<file path="src/rtl/rst_req_gen_pkg.sv">
// Shared encodings and defaults for the reset-request initiator and its helpers.
package rst_req_gen_pkg;

  localparam logic [1:0] ST_IDLE  = 2'd0;
  localparam logic [1:0] ST_COUNT = 2'd1;
  localparam logic [1:0] ST_HOLD  = 2'd2;
  localparam logic [1:0] ST_REARM = 2'd3;

  localparam logic [1:0] CAUSE_NONE = 2'b00;
  localparam logic [1:0] CAUSE_WDT  = 2'b01;
  localparam logic [1:0] CAUSE_SW   = 2'b10;

  localparam int DEF_HOLD_CYCLES = 16;
  localparam int DEF_WARN_CYCLES = 256;

endpackage

</file>
<file path="src/rtl/rst_req_pulse.sv">
// Fixed-length, glitch-free pulse stretcher; done_o marks the last high cycle.
module rst_req_pulse
  import rst_req_gen_pkg::*;
#(
  parameter int HOLD_CYCLES = DEF_HOLD_CYCLES
) (
  input  logic clk,
  input  logic rst_n,
  input  logic start_i,
  output logic pulse_o,
  output logic done_o
);

  localparam int CW = $clog2(HOLD_CYCLES);
  localparam logic [CW-1:0] LAST = CW'(HOLD_CYCLES - 1);

  logic          pulse_q, pulse_d;
  logic [CW-1:0] cnt_q, cnt_d;

  assign done_o  = pulse_q && (cnt_q == LAST);
  assign pulse_o = pulse_q;

  // A start while already pulsing is ignored so a pulse is never extended.
  always_comb begin
    pulse_d = pulse_q;
    cnt_d   = cnt_q;
    if (pulse_q) begin
      if (done_o) begin
        pulse_d = 1'b0;
        cnt_d   = '0;
      end else begin
        cnt_d = cnt_q + 1'b1;
      end
    end else if (start_i) begin
      pulse_d = 1'b1;
      cnt_d   = '0;
    end
  end

  always_ff @(posedge clk or negedge rst_n) begin
    if (!rst_n) begin
      pulse_q <= 1'b0;
      cnt_q   <= '0;
    end else begin
      pulse_q <= pulse_d;
      cnt_q   <= cnt_d;
    end
  end

endmodule

</file>
<file path="src/rtl/rst_req_gen.sv">
// Reset-request initiator: watchdog timeout or software request -> fixed-length rst_req_o.
module rst_req_gen
  import rst_req_gen_pkg::*;
#(
  parameter int CNT_W       = 32,
  parameter int WARN_CYCLES = DEF_WARN_CYCLES,
  parameter int HOLD_CYCLES = DEF_HOLD_CYCLES
) (
  input  logic             clk,
  input  logic             rst_n,
  input  logic             en_i,
  input  logic             kick_i,
  input  logic [CNT_W-1:0] timeout_i,
  input  logic             sw_rst_req_i,
  input  logic             cause_clr_i,
  output logic             rst_req_o,
  output logic             warn_irq_o,
  output logic [1:0]       cause_o,
  output logic             busy_o
);

  localparam logic [CNT_W-1:0] WARN_TH = CNT_W'(WARN_CYCLES);
  localparam logic [CNT_W-1:0] ONE     = CNT_W'(1);

  logic [1:0]       state_q, state_d;
  logic [CNT_W-1:0] cnt_q, cnt_d;
  logic             warn_q, warn_d;
  logic [1:0]       cause_q, cause_d;
  logic             busy_q, busy_d;
  logic [CNT_W-1:0] reload;
  logic [1:0]       new_cause;
  logic             kick_clr;
  logic             hold_start;
  logic             hold_done;

  assign reload     = (timeout_i == '0) ? ONE : timeout_i;
  assign hold_start = (new_cause != CAUSE_NONE);

  // Priority inside COUNT: software > disable > kick > expiry > decrement.
  always_comb begin
    state_d   = state_q;
    cnt_d     = cnt_q;
    new_cause = CAUSE_NONE;
    kick_clr  = 1'b0;
    case (state_q)
      ST_IDLE: begin
        if (sw_rst_req_i) new_cause = CAUSE_SW;
        else if (en_i) begin
          state_d = ST_COUNT;
          cnt_d   = reload;
        end
      end
      ST_COUNT: begin
        if (sw_rst_req_i)  new_cause = CAUSE_SW;
        else if (!en_i)    state_d = ST_IDLE;
        else if (kick_i) begin
          cnt_d    = reload;
          kick_clr = 1'b1;
        end
        else if (cnt_q <= ONE) new_cause = CAUSE_WDT;
        else               cnt_d = cnt_q - ONE;
      end
      ST_HOLD: begin
        if (hold_done) state_d = ST_REARM;
      end
      default: begin
        if (sw_rst_req_i) new_cause = CAUSE_SW;
        else if (!en_i)   state_d = ST_IDLE;
      end
    endcase
    if (new_cause != CAUSE_NONE) state_d = ST_HOLD;

    cause_d = cause_clr_i ? CAUSE_NONE : cause_q;
    if (new_cause != CAUSE_NONE) cause_d = new_cause;

    warn_d = (state_d == ST_COUNT) && !kick_clr && (cnt_d <= WARN_TH);
    busy_d = (state_d == ST_HOLD) || (state_d == ST_REARM);
  end

  always_ff @(posedge clk or negedge rst_n) begin
    if (!rst_n) begin
      state_q <= ST_IDLE;
      cnt_q   <= '0;
      warn_q  <= 1'b0;
      cause_q <= CAUSE_NONE;
      busy_q  <= 1'b0;
    end else begin
      state_q <= state_d;
      cnt_q   <= cnt_d;
      warn_q  <= warn_d;
      cause_q <= cause_d;
      busy_q  <= busy_d;
    end
  end

  rst_req_pulse #(.HOLD_CYCLES(HOLD_CYCLES)) u_pulse (
    .clk     (clk),
    .rst_n   (rst_n),
    .start_i (hold_start),
    .pulse_o (rst_req_o),
    .done_o  (hold_done)
  );

  assign warn_irq_o = warn_q;
  assign cause_o    = cause_q;
  assign busy_o     = busy_q;

endmodule

</file>
<file path="config.mk">
export PLATFORM = sky130hd
export DESIGN_NAME = rst_req_gen
export DESIGN_NICKNAME = d
export VERILOG_FILES = /design/src/rtl/rst_req_gen_pkg.sv /design/src/rtl/rst_req_pulse.sv /design/src/rtl/rst_req_gen.sv
export SDC_FILE = /design/constraint.sdc
export NUM_CORES = 1
export LEC_CHECK = 0
export CORE_MARGIN = 4
export CORE_UTILIZATION = 25
export CTS_CLUSTER_DIAMETER = 200
export DETAILED_ROUTE_END_ITERATION = 16
export GPL_ROUTABILITY_DRIVEN = 0
export GPL_TIMING_DRIVEN = 0
export HOLD_SLACK_MARGIN = 0.03
export PLACE_DENSITY = 0.45
export SLEW_MARGIN = 0
export SYNTH_ARGS = -nofsm -noshare
export SYNTH_HDL_FRONTEND = slang
export SYNTH_SLANG_ARGS = --single-unit
</file>
<file path="constraint.sdc">
create_clock -name clk -period 3.2 [get_ports clk]
set_input_delay 0.32 -clock clk [delete_from_list [all_inputs] [get_ports clk]]
set_output_delay 0.32 -clock clk [all_outputs]
set_load 0.005 [all_outputs]
</file>
==> results of run 1 <==
==> critical path, stage by stage, from the launching register on <==
cell and delay (ns):
dfrtp_2 0.45, or3_4 0.34, buf_6 0.13, or4_4 0.51, buf_8 0.16, o2111ai_4 0.24, buf_6 0.14, o31ai_2 0.06
or4_4 0.57, or4b_4 0.55, nand4b_4 0.19, a2111oi_4 0.20
==> report_power, final <==
part | switching, mW | internal [mW]
Clock | 0.237 | 0.389
Sequential | 0.245 | 0.748
Combinational | 1.09 | 0.823
Total | 1.57 | 1.96
==> per-stage QoR <==
step	power [mW]	TNS [ns]	util (%)	worst slack, ns	cells
5_1_grt	3.77	-1.19	35.4	-0.518	651
2_1_floorplan	2.07	-0.196	-	-0.196	405
6_report	3.53	-0.425	35.4	-0.425	651
4_1_cts	3.36	-0.370	34.0	-0.370	638
3_3_place_gp	2.60	-2.77	31.0	-0.962	619
3_5_place_dp	2.60	-2.34	31.1	-0.917	620
==> sequential cells by signal, summed over array words and instances (netlist names) <==
register and flops:
warn_irq_o 1, u_pulse.pulse_o 1, busy_o 1, state_q 2
cause_o 2, u_pulse.cnt_q 4, cnt_q 32
==> routing by layer <==
metal | up-vias | track usage [%] | part of all wire, %
li1 | 1737 | - | -
met1 | 1852 | 25.4 | 45
met2 | 177 | 27.5 | 45
met3 | 18 | 3.16 | 7.9
met4 | 0 | 7.13 | 2.0
met5 | - | 0 | 0
==> logic make-up (layout without fill, tap and decap cells) <==
kind of cell	after synthesis	count (layout)
DFF	43	43
buffers and inverters	37	111
adders and majority gates	6	6
AOI/OAI and AO/OA	137	137
and+or+nand+nor	178	178
muxes	4	4
==> cell usage after synthesis, drive strengths merged (6+ instances only) <==
| cell type | number |
|---|---|
| dfrtp | 43 |
| o21ai | 43 |
| nor2 | 42 |
| nand2 | 30 |
| nor4 | 24 |
| clkbuf | 22 |
| a21oi | 17 |
| nor3 | 17 |
| or3 | 15 |
| or4 | 12 |
| inv | 11 |
| nand4 | 10 |
| a31oi | 7 |
| o211ai | 7 |
| a22o | 6 |
| a22oi | 6 |
| ha | 6 |
| o22ai | 6 |
==> placed cells by master (no fill, tap or decap), drive strengths merged, types with 3 or more instances in the layout <==
| cell type | netlist | routed |
|---|---|---|
| a211oi | 3 | 3 |
| a21o | 3 | 3 |
| a21oi | 17 | 17 |
| a221o | 5 | 5 |
| a22o | 6 | 6 |
| a22oi | 6 | 6 |
| a311oi | 3 | 3 |
| a31oi | 7 | 7 |
| buf | 4 | 32 |
| clkbuf | 22 | 24 |
| clkdlybuf4s50 | 0 | 41 |
| dfrtp | 43 | 43 |
| ha | 6 | 6 |
| inv | 11 | 11 |
| mux2i | 4 | 4 |
| nand2 | 30 | 30 |
| nand2b | 4 | 4 |
| nand3 | 3 | 3 |
| nand4 | 10 | 10 |
| nand4b | 3 | 3 |
| nor2 | 42 | 42 |
| nor2b | 3 | 3 |
| nor3 | 17 | 17 |
| nor4 | 24 | 24 |
| o211ai | 7 | 7 |
| o21a | 3 | 3 |
| o21ai | 43 | 43 |
| o22a | 3 | 3 |
| o22ai | 6 | 6 |
| o311ai | 4 | 4 |
| o31ai | 3 | 3 |
| or2 | 4 | 4 |
| or3 | 15 | 15 |
| or4 | 12 | 12 |
| or4b | 3 | 3 |
==> layout make-up <==
cell class	count	area [um2]
clock inverters	2	35.0
repair buffers	70	648
clock buffers	6	139
inverters	11	41.3
well taps	172	215
fillers	1355	8290
flip-flops and latches	43	1080
plain buffers	22	111
multi-input cells	325	2270
==> worst max-delay path by stage <==
stage / cells after the start / end
after floorplan: 9 / warn_irq_o
after global placement: 12 / warn_irq_o
after detailed placement: 12 / warn_irq_o
after CTS: 9 / warn_irq_o
after global routing: 11 / warn_irq_o
final: 11 / warn_irq_o
==> what timing repair did <==
action / CTS / global route
hold buffers: 1 / 0
pin swaps: 13 / 8
endpoints found under the hold margin: 17 / 0
buffers inserted: 13 / 13
gates resized for setup: 27 / 22
endpoints found under the setup margin: 10 / 9
==> results.yml, run 1 <==
routing:
  wirelength_mm: 13.8
  vias: 3784
  avgViaCountPerCell: 5.81
  ant_nets: 0
  drcViolationCount: 0
  wl_per_cell_um: 21.1
  drt_iter0_drc: 335
  first_pass_iters: 5
worst_setup_path:
  critPathKind: "register to register"
  arrival_ns: 3.81
  reg2reg_slack_ns: -0.43
  r2r_cells: 11
  required_ns: 3.39
  r2r_start: "cnt_q[24]"
  startpoint_type: "register"
  reg2reg_to: "warn_irq_o"
  endpoint_kind: "register"
  crit_start: "cnt_q[24]"
  crit_fanout: 6
layout:
  drive_gt1_share_pct: 19.4
  syn2layout_area_growth_pct: 36.1
  fin_area_um2: 4540
  antenna_cells: 0
  nNetsFinal: 522
clock_network:
  insertion_delay_ns: 0.29
  cts_buffer_depth: 2
  cts.sinks: 43
  clk_pin_slew_worst_paths_ns: 0.07
  cts-htree-levels: 2
  clk_root_buffer_cell: "clkbuf_16"
  cts_tree: "done"
  numCtsBuffers: 5
synthesis:
  synth.area.top_cells: "dfrtp_1, o21ai_0, nor2_1"
  ys_ff_latch: 43
  synth_ff_type: "dfrtp_1"
  synth.avg_cell_area_um2: 8.23
  synth-xor-area-share_pct: 0
  netlist.top_cell.by_area: "dfrtp_1"
  ys_types: 67
  async_reset_ff_share_pct: 100
  synth_top_family_by_area: "simple AND/OR/NAND/NOR gates"
  synthesis.area_um2: 3330
  synth_nets: 449
  netlist_instances: 405
  yosys_warnings: 0
  synth_compound_area_share_pct: 28.8
  synthAdderAreaFrac_pct: 2.25
  synth_top_area_share_pct: 32.3
  yosysSeqAreaShare_pct: 32.3
  synth_mux_area_share_pct: 1.20
  synth-edff-count: 0
  yosys.area_share.simple_pct: 30.9
die:
  coreArea_um2: 12800
  rows: 41
  num_io_pins: 43
  dieArea_um2: 15200
  start_util_pct: 26.0
  dieHeight_um: 123
  die_width_um: 123
worst_hold_path:
  hp-class: "primary input to async pin"
sta:
  max_freq_mhz: 276
  fin_skew_ns: 0.00439
  drv_slew: 0
  worst_slack_ns: -0.425
  maxSlewHeadroom_pct: 50.3
  worst_pin_slew_ns: 0.740
  whs_ns: 0.507
  period_share_pct: 113
  fin_crit_ns: 3.63
  setup_viol_count_final: 1
  hold_viol_final: 0
  rsz0062_at_grt: "yes"
pwr:
  leakage_nw: 1.69
  peakVddDrop_uv: 348
  power_density_nw_per_um2: 778
flow_run:
  maxCapViolations: 0
run_status:
  status: "finished, violations left"
  violations: "setup timing"
grt:
  grt_use_total_pct: 18.1
  overflow: 0
  grt_antenna_before_repair: 0
  grt_start_max_net_pins: 27
  grt_pass1_wl_mm: 20.7
  grt_pass1_vias: 3565
placement:
  dp_hpwl_mm: 9.81
  port-buffer-count: 42
  dpl_cell_area_um2: 3990
Note: power is estimated with default switching activity, not from simulation.
==> run 2: changes to the inputs <==
--- a/config.mk
+++ b/config.mk
@@ -12,7 +12,6 @@
 export GPL_ROUTABILITY_DRIVEN = 0
 export GPL_TIMING_DRIVEN = 0
 export HOLD_SLACK_MARGIN = 0.03
-export PLACE_DENSITY = 0.45
 export SLEW_MARGIN = 0
 export SYNTH_ARGS = -nofsm -noshare
 export SYNTH_HDL_FRONTEND = slang
==> results.yml, run 2 (same netlist as run 1, synthesis figures left out) <==
run_status:
  status: "finished, violations left"
  violations: "setup timing"
grt:
  met2_usage_pct: 27.4
  grt_start_max_net_pins: 23
  grt_use_total_pct: 17.1
  grt_busiest_layer: "met2"
  grt_pass1_vias: 3776
  overflow: 0
  use_met1_pct: 22.4
  grt_antenna_before_repair: 0
  grt_pass1_wl_mm: 20.2
  use_met3_pct: 3.57
routing:
  first_pass_iters: 5
  ant_nets: 0
  vias: 3856
  wirelength_mm: 13.2
  wl_per_cell_um: 20.3
  drt_iter0_drc: 392
  drcViolationCount: 0
  avgViaCountPerCell: 5.93
clock_network:
  clk_root_buffer_cell: "clkbuf_16"
  cts_tree: "done"
  cts-htree-levels: 2
  cts_buffer_depth: 2
  numCtsBuffers: 5
  clk_pin_slew_worst_paths_ns: 0.07
  insertion_delay_ns: 0.29
  ctsHoldBuffers: 0
  cts.sinks: 43
die:
  rows: 41
  dieHeight_um: 123
  num_io_pins: 43
  die_width_um: 123
  coreArea_um2: 12800
  start_util_pct: 26.0
  dieArea_um2: 15200
pwr:
  pwr-share-clk_pct: 15.9
  power_density_nw_per_um2: 757
  pwr-share-comb_pct: 54.8
  internal-power_mw: 1.86
  switchingPower_mw: 1.56
  swShare_pct: 45.7
  sequentialPowerShare_pct: 29.3
  leakage_nw: 1.67
  peakVddDrop_uv: 270
layout:
  nNetsFinal: 521
  top_regs: "cnt_q x32, u_pulse.cnt_q x4"
  drive_gt1_share_pct: 18.8
  top_register: "cnt_q"
  finalNonFillerCells: 650
  final_cell_mix: "clkdlybuf4s50_1, nor2_1, o21ai_0, dfrtp_1, nand2_1"
  syn2layout_area_growth_pct: 35.5
  antenna_cells: 0
  final_common_cell: "clkdlybuf4s50_1"
  largest_register_ffs: 32
placement:
  dp_hpwl_mm: 9.40
  placedCellCount: 620
  port-buffer-count: 42
  dp_slack_ns: -0.831
worst_setup_path:
  endpoint_kind: "register"
  required_ns: 3.39
  arrival_ns: 3.80
  crit_path_top_delay_cell: "nor4_1"
  crit_path_max_incr_delay_ns: 0.66
  cp_num_buf_inv: 0
  crit_chain: "nor4_1 -> and4_1 -> nand2_2 -> a211oi_1 -> nand2_1 -> or4_4 -> or4b_4 -> a2111oi_4"
  crit_fanout: 5
  critPathKind: "register to register"
  critPathTopFamily: "simple AND/OR/NAND/NOR gates"
  startpoint_type: "register"
sta:
  worst_pin_slew_ns: 0.710
  rsz0062_at_grt: "yes"
  whs_ns: 0.0218
  max_freq_mhz: 277
  hold_viol_final: 0
  fin_skew_ns: 0.0103
  fin_crit_ns: 3.61
  drv_slew: 0
  period_share_pct: 113
  setup_viol_count_final: 1
  maxSlewHeadroom_pct: 52.3
  worst_slack_ns: -0.407
flow_run:
  maxCapViolations: 0
worst_hold_path:
  hp-class: "primary input to async pin"
run 2: power by group through the flow:
| stage | Combinational [mW] | Clock, mW | Sequential, mW |
|---|---|---|---|
| 2_1_floorplan | 1.16 | 0 | 0.919 |
| 3_3_place_gp | 1.56 | 0 | 0.978 |
| 3_5_place_dp | 1.59 | 0 | 0.987 |
| 4_1_cts | 1.70 | 0.551 | 0.982 |
| 5_1_grt | 2.02 | 0.573 | 1.03 |
| 6_report | 1.87 | 0.544 | 1.00 |
run 2: final timing paths:
check,end,slack [ns],startpoint,cells past startpoint
setup / recovery,warn_irq_o,-0.41,cnt_q[7],8
hold / removal,cnt_q[5],0.02,rst_n,1
setup reg to reg,warn_irq_o,-0.41,cnt_q[7],8
hold reg to reg,u_pulse.cnt_q[3],0.51,u_pulse.cnt_q[3],1
max in group asynchronous,cnt_q[22],2.65,rst_n,2
min in group clk,u_pulse.cnt_q[3],0.51,u_pulse.cnt_q[3],1
run 2: layout make-up:
class / count / area, um2
clock inverter: 2 / 16.3
sequential: 43 / 1080
clock buffer: 6 / 139
timing repair buffer: 69 / 646
multi-input combinational: 325 / 2260
inverter: 11 / 43.8
tap: 172 / 215
fill: 1321 / 8310
buffer: 22 / 111
run 2: what timing repair did:
action,in CTS,in global routing
endpoints found under the setup margin,5,5
pin swaps,12,9
resized for setup,25,27
buffers inserted,16,11
run 2: per-layer routing:
metal  vias up  wire, um
li1       1735         -
met1      1882      5430
met2       200      6170
met3        39      1120
met4         0       444
met5         -         0
run 2: stage by stage:
step	util [%]	TNS (ns)	total power [mW]	instance area, um2
detailed placement	31.2	-1.46	2.57	4000
global placement	31.0	-1.24	2.54	3980
global route	35.2	-0.802	3.63	4520
finish	35.2	-0.407	3.42	4520
floorplan	-	-0.196	2.07	3340
CTS	34.0	-0.349	3.23	4360
run 2: worst reg2reg max path: stages (launching register included):
cell and delay [ns]:
dfrtp_1 0.44, nor4_1 0.66, and4_1 0.47, nand2_2 0.17, a211oi_1 0.27, nand2_1 0.11, or4_4 0.53, or4b_4 0.57
a2111oi_4 0.30
==> run 3: changes to the inputs <==
--- a/config.mk
+++ b/config.mk
@@ -12,6 +12,7 @@
 export GPL_ROUTABILITY_DRIVEN = 0
 export GPL_TIMING_DRIVEN = 0
 export HOLD_SLACK_MARGIN = 0.03
+export RECOVER_POWER = 25
 export SLEW_MARGIN = 0
 export SYNTH_ARGS = -nofsm -noshare
 export SYNTH_HDL_FRONTEND = slang
==> results.yml, run 3 (same netlist as run 1, synthesis figures left out) <==
worst_setup_path:
  endpoint_kind: "register"
  critPathKind: "register to register"
  required_ns: 3.39
  r2r_start: "cnt_q[25]"
  arrival_ns: 3.81
  reg2reg_to: "warn_irq_o"
  r2r_cells: 11
  crit_start: "cnt_q[25]"
  endpoint: "warn_irq_o"
  startpoint_type: "register"
  reg2reg_slack_ns: -0.42
  crit_fanout: 5
grt:
  grt_pass1_wl_mm: 20.2
  overflow: 0
  grt_antenna_before_repair: 0
  grt_start_max_net_pins: 23
  grt_use_total_pct: 17.1
  grt_pass1_vias: 3776
routing:
  wl_per_cell_um: 20.4
  drcViolationCount: 0
  wirelength_mm: 13.3
  vias: 3866
  avgViaCountPerCell: 5.95
  first_pass_iters: 5
  ant_nets: 0
  drt_iter0_drc: 446
die:
  dieArea_um2: 15200
  rows: 41
  dieHeight_um: 123
  num_io_pins: 43
  start_util_pct: 26.0
  die_width_um: 123
  coreArea_um2: 12800
clock_network:
  cts-htree-levels: 2
  insertion_delay_ns: 0.29
  clk_root_buffer_cell: "clkbuf_16"
  cts.sinks: 43
  numCtsBuffers: 5
  cts_buffer_depth: 2
  clk_pin_slew_worst_paths_ns: 0.07
  cts_tree: "done"
pwr:
  pwr-share-clk_pct: 16.0
  switchingPower_mw: 1.57
  swShare_pct: 45.9
  power_density_nw_per_um2: 762
  total_power_mw: 3.42
  pwr-share-comb_pct: 54.7
  peakVddDrop_uv: 273
  sequentialPowerShare_pct: 29.3
  leakage_nw: 1.66
  internal-power_mw: 1.85
sta:
  fin_crit_ns: 3.62
  setup_viol_count_final: 1
  hold_viol_final: 0
  worst_slack_ns: -0.418
  tns_ns: -0.418
  whs_ns: 0.272
  rsz0062_at_grt: "yes"
  worst_pin_slew_ns: 1.33
  fin_skew_ns: 0.00844
  max_freq_mhz: 276
  maxSlewHeadroom_pct: 11.0
  drv_slew: 0
  period_share_pct: 113
run_status:
  violations: "setup timing"
  status: "finished, violations left"
layout:
  nFillCells: 1323
  syn2layout_area_growth_pct: 34.8
  fin_util_pct: 35.0
  drive_gt1_share_pct: 18.4
  antenna_cells: 0
  top_register: "cnt_q"
  top_regs: "cnt_q x32, u_pulse.cnt_q x4"
  final_common_cell: "clkdlybuf4s50_1"
  multi_input_area_um2: 2260
  largest_register_ffs: 32
  nNetsFinal: 521
  ff_latch_area_um2: 1080
  final_cell_mix: "clkdlybuf4s50_1, nor2_1, o21ai_0, dfrtp_1, nand2_1"
placement:
  dp_slack_ns: -0.831
  dp_hpwl_mm: 9.40
  port-buffer-count: 42
worst_hold_path:
  hp-class: "primary input to async pin"
flow_run:
  maxCapViolations: 0
[run 3: changes by cell type in the layout (fill, tap and decap cells not counted)]
cell,previous run,this run
buf_2,3,2
buf_16,1,0
clkbuf_1,14,16
[run 3: final cells by class]
| class | instances | share of cell area, % |
|---|---|---|
| Timing Repair Buffer | 69 | 13.8 |
| Clock inverter | 2 | 0.362 |
| Inverter | 11 | 0.975 |
| Multi-Input combinational cell | 325 | 50.4 |
| Clock buffer | 6 | 3.09 |
| Tap cell | 172 | 4.79 |
| Buffer | 22 | 2.48 |
| Sequential cell | 43 | 24.0 |
[run 3: how the worst min path moves through the flow]
stage | end | slack [ns]
after floorplan | busy_o | 0.02
after global placement | u_pulse.cnt_q[3] | 0.50
after detailed placement | cnt_q[5] | 0.35
after CTS | busy_o | 0.04
after global routing | cause_o[0] | 0.41
final | cnt_q[5] | 0.27
[run 3: routing by layer]
metal  GRT usage, %  up-vias  wire length, um
met4           7.27        0              401
met3           3.57       34             1120
met1           22.4     1899             5480
met2           27.4      195             6260
li1               -     1738                -
met5              0        -                0
[run 3: worst max-delay path, cell delays in order, from the launching register on]
cell and delay (ns):
dfrtp_1 0.41, or3_1 0.39, buf_6 0.13, or4_4 0.51, buf_8 0.16, o2111ai_4 0.24, buf_6 0.13, nor3_1 0.04
a21oi_1 0.22, or4b_4 0.48, or4_4 0.52, a2111oi_4 0.27
[run 3: repair_timing]
item                       CTS  global route
setup buffers               16            11
gates resized for setup     25            27
pin swaps                   12             9
setup endpoints to repair    5             5
hold buffers                 0             0
[run 3: metrics by stage]
step	instance area [um2]	cells
after floorplan	3340	405
after global placement	3980	619
after detailed placement	4000	620
after CTS	4360	641
after global routing	4490	650
final	4490	650
[run 3: power by group through the flow]
stage          registers, mW  clock network [mW]  logic [mW]
6_report                1.00               0.548        1.87
2_1_floorplan          0.919                   0        1.16
3_5_place_dp           0.987                   0        1.59
5_1_grt                 1.03               0.573        2.02
3_3_place_gp           0.978                   0        1.56
4_1_cts                0.982               0.551        1.70
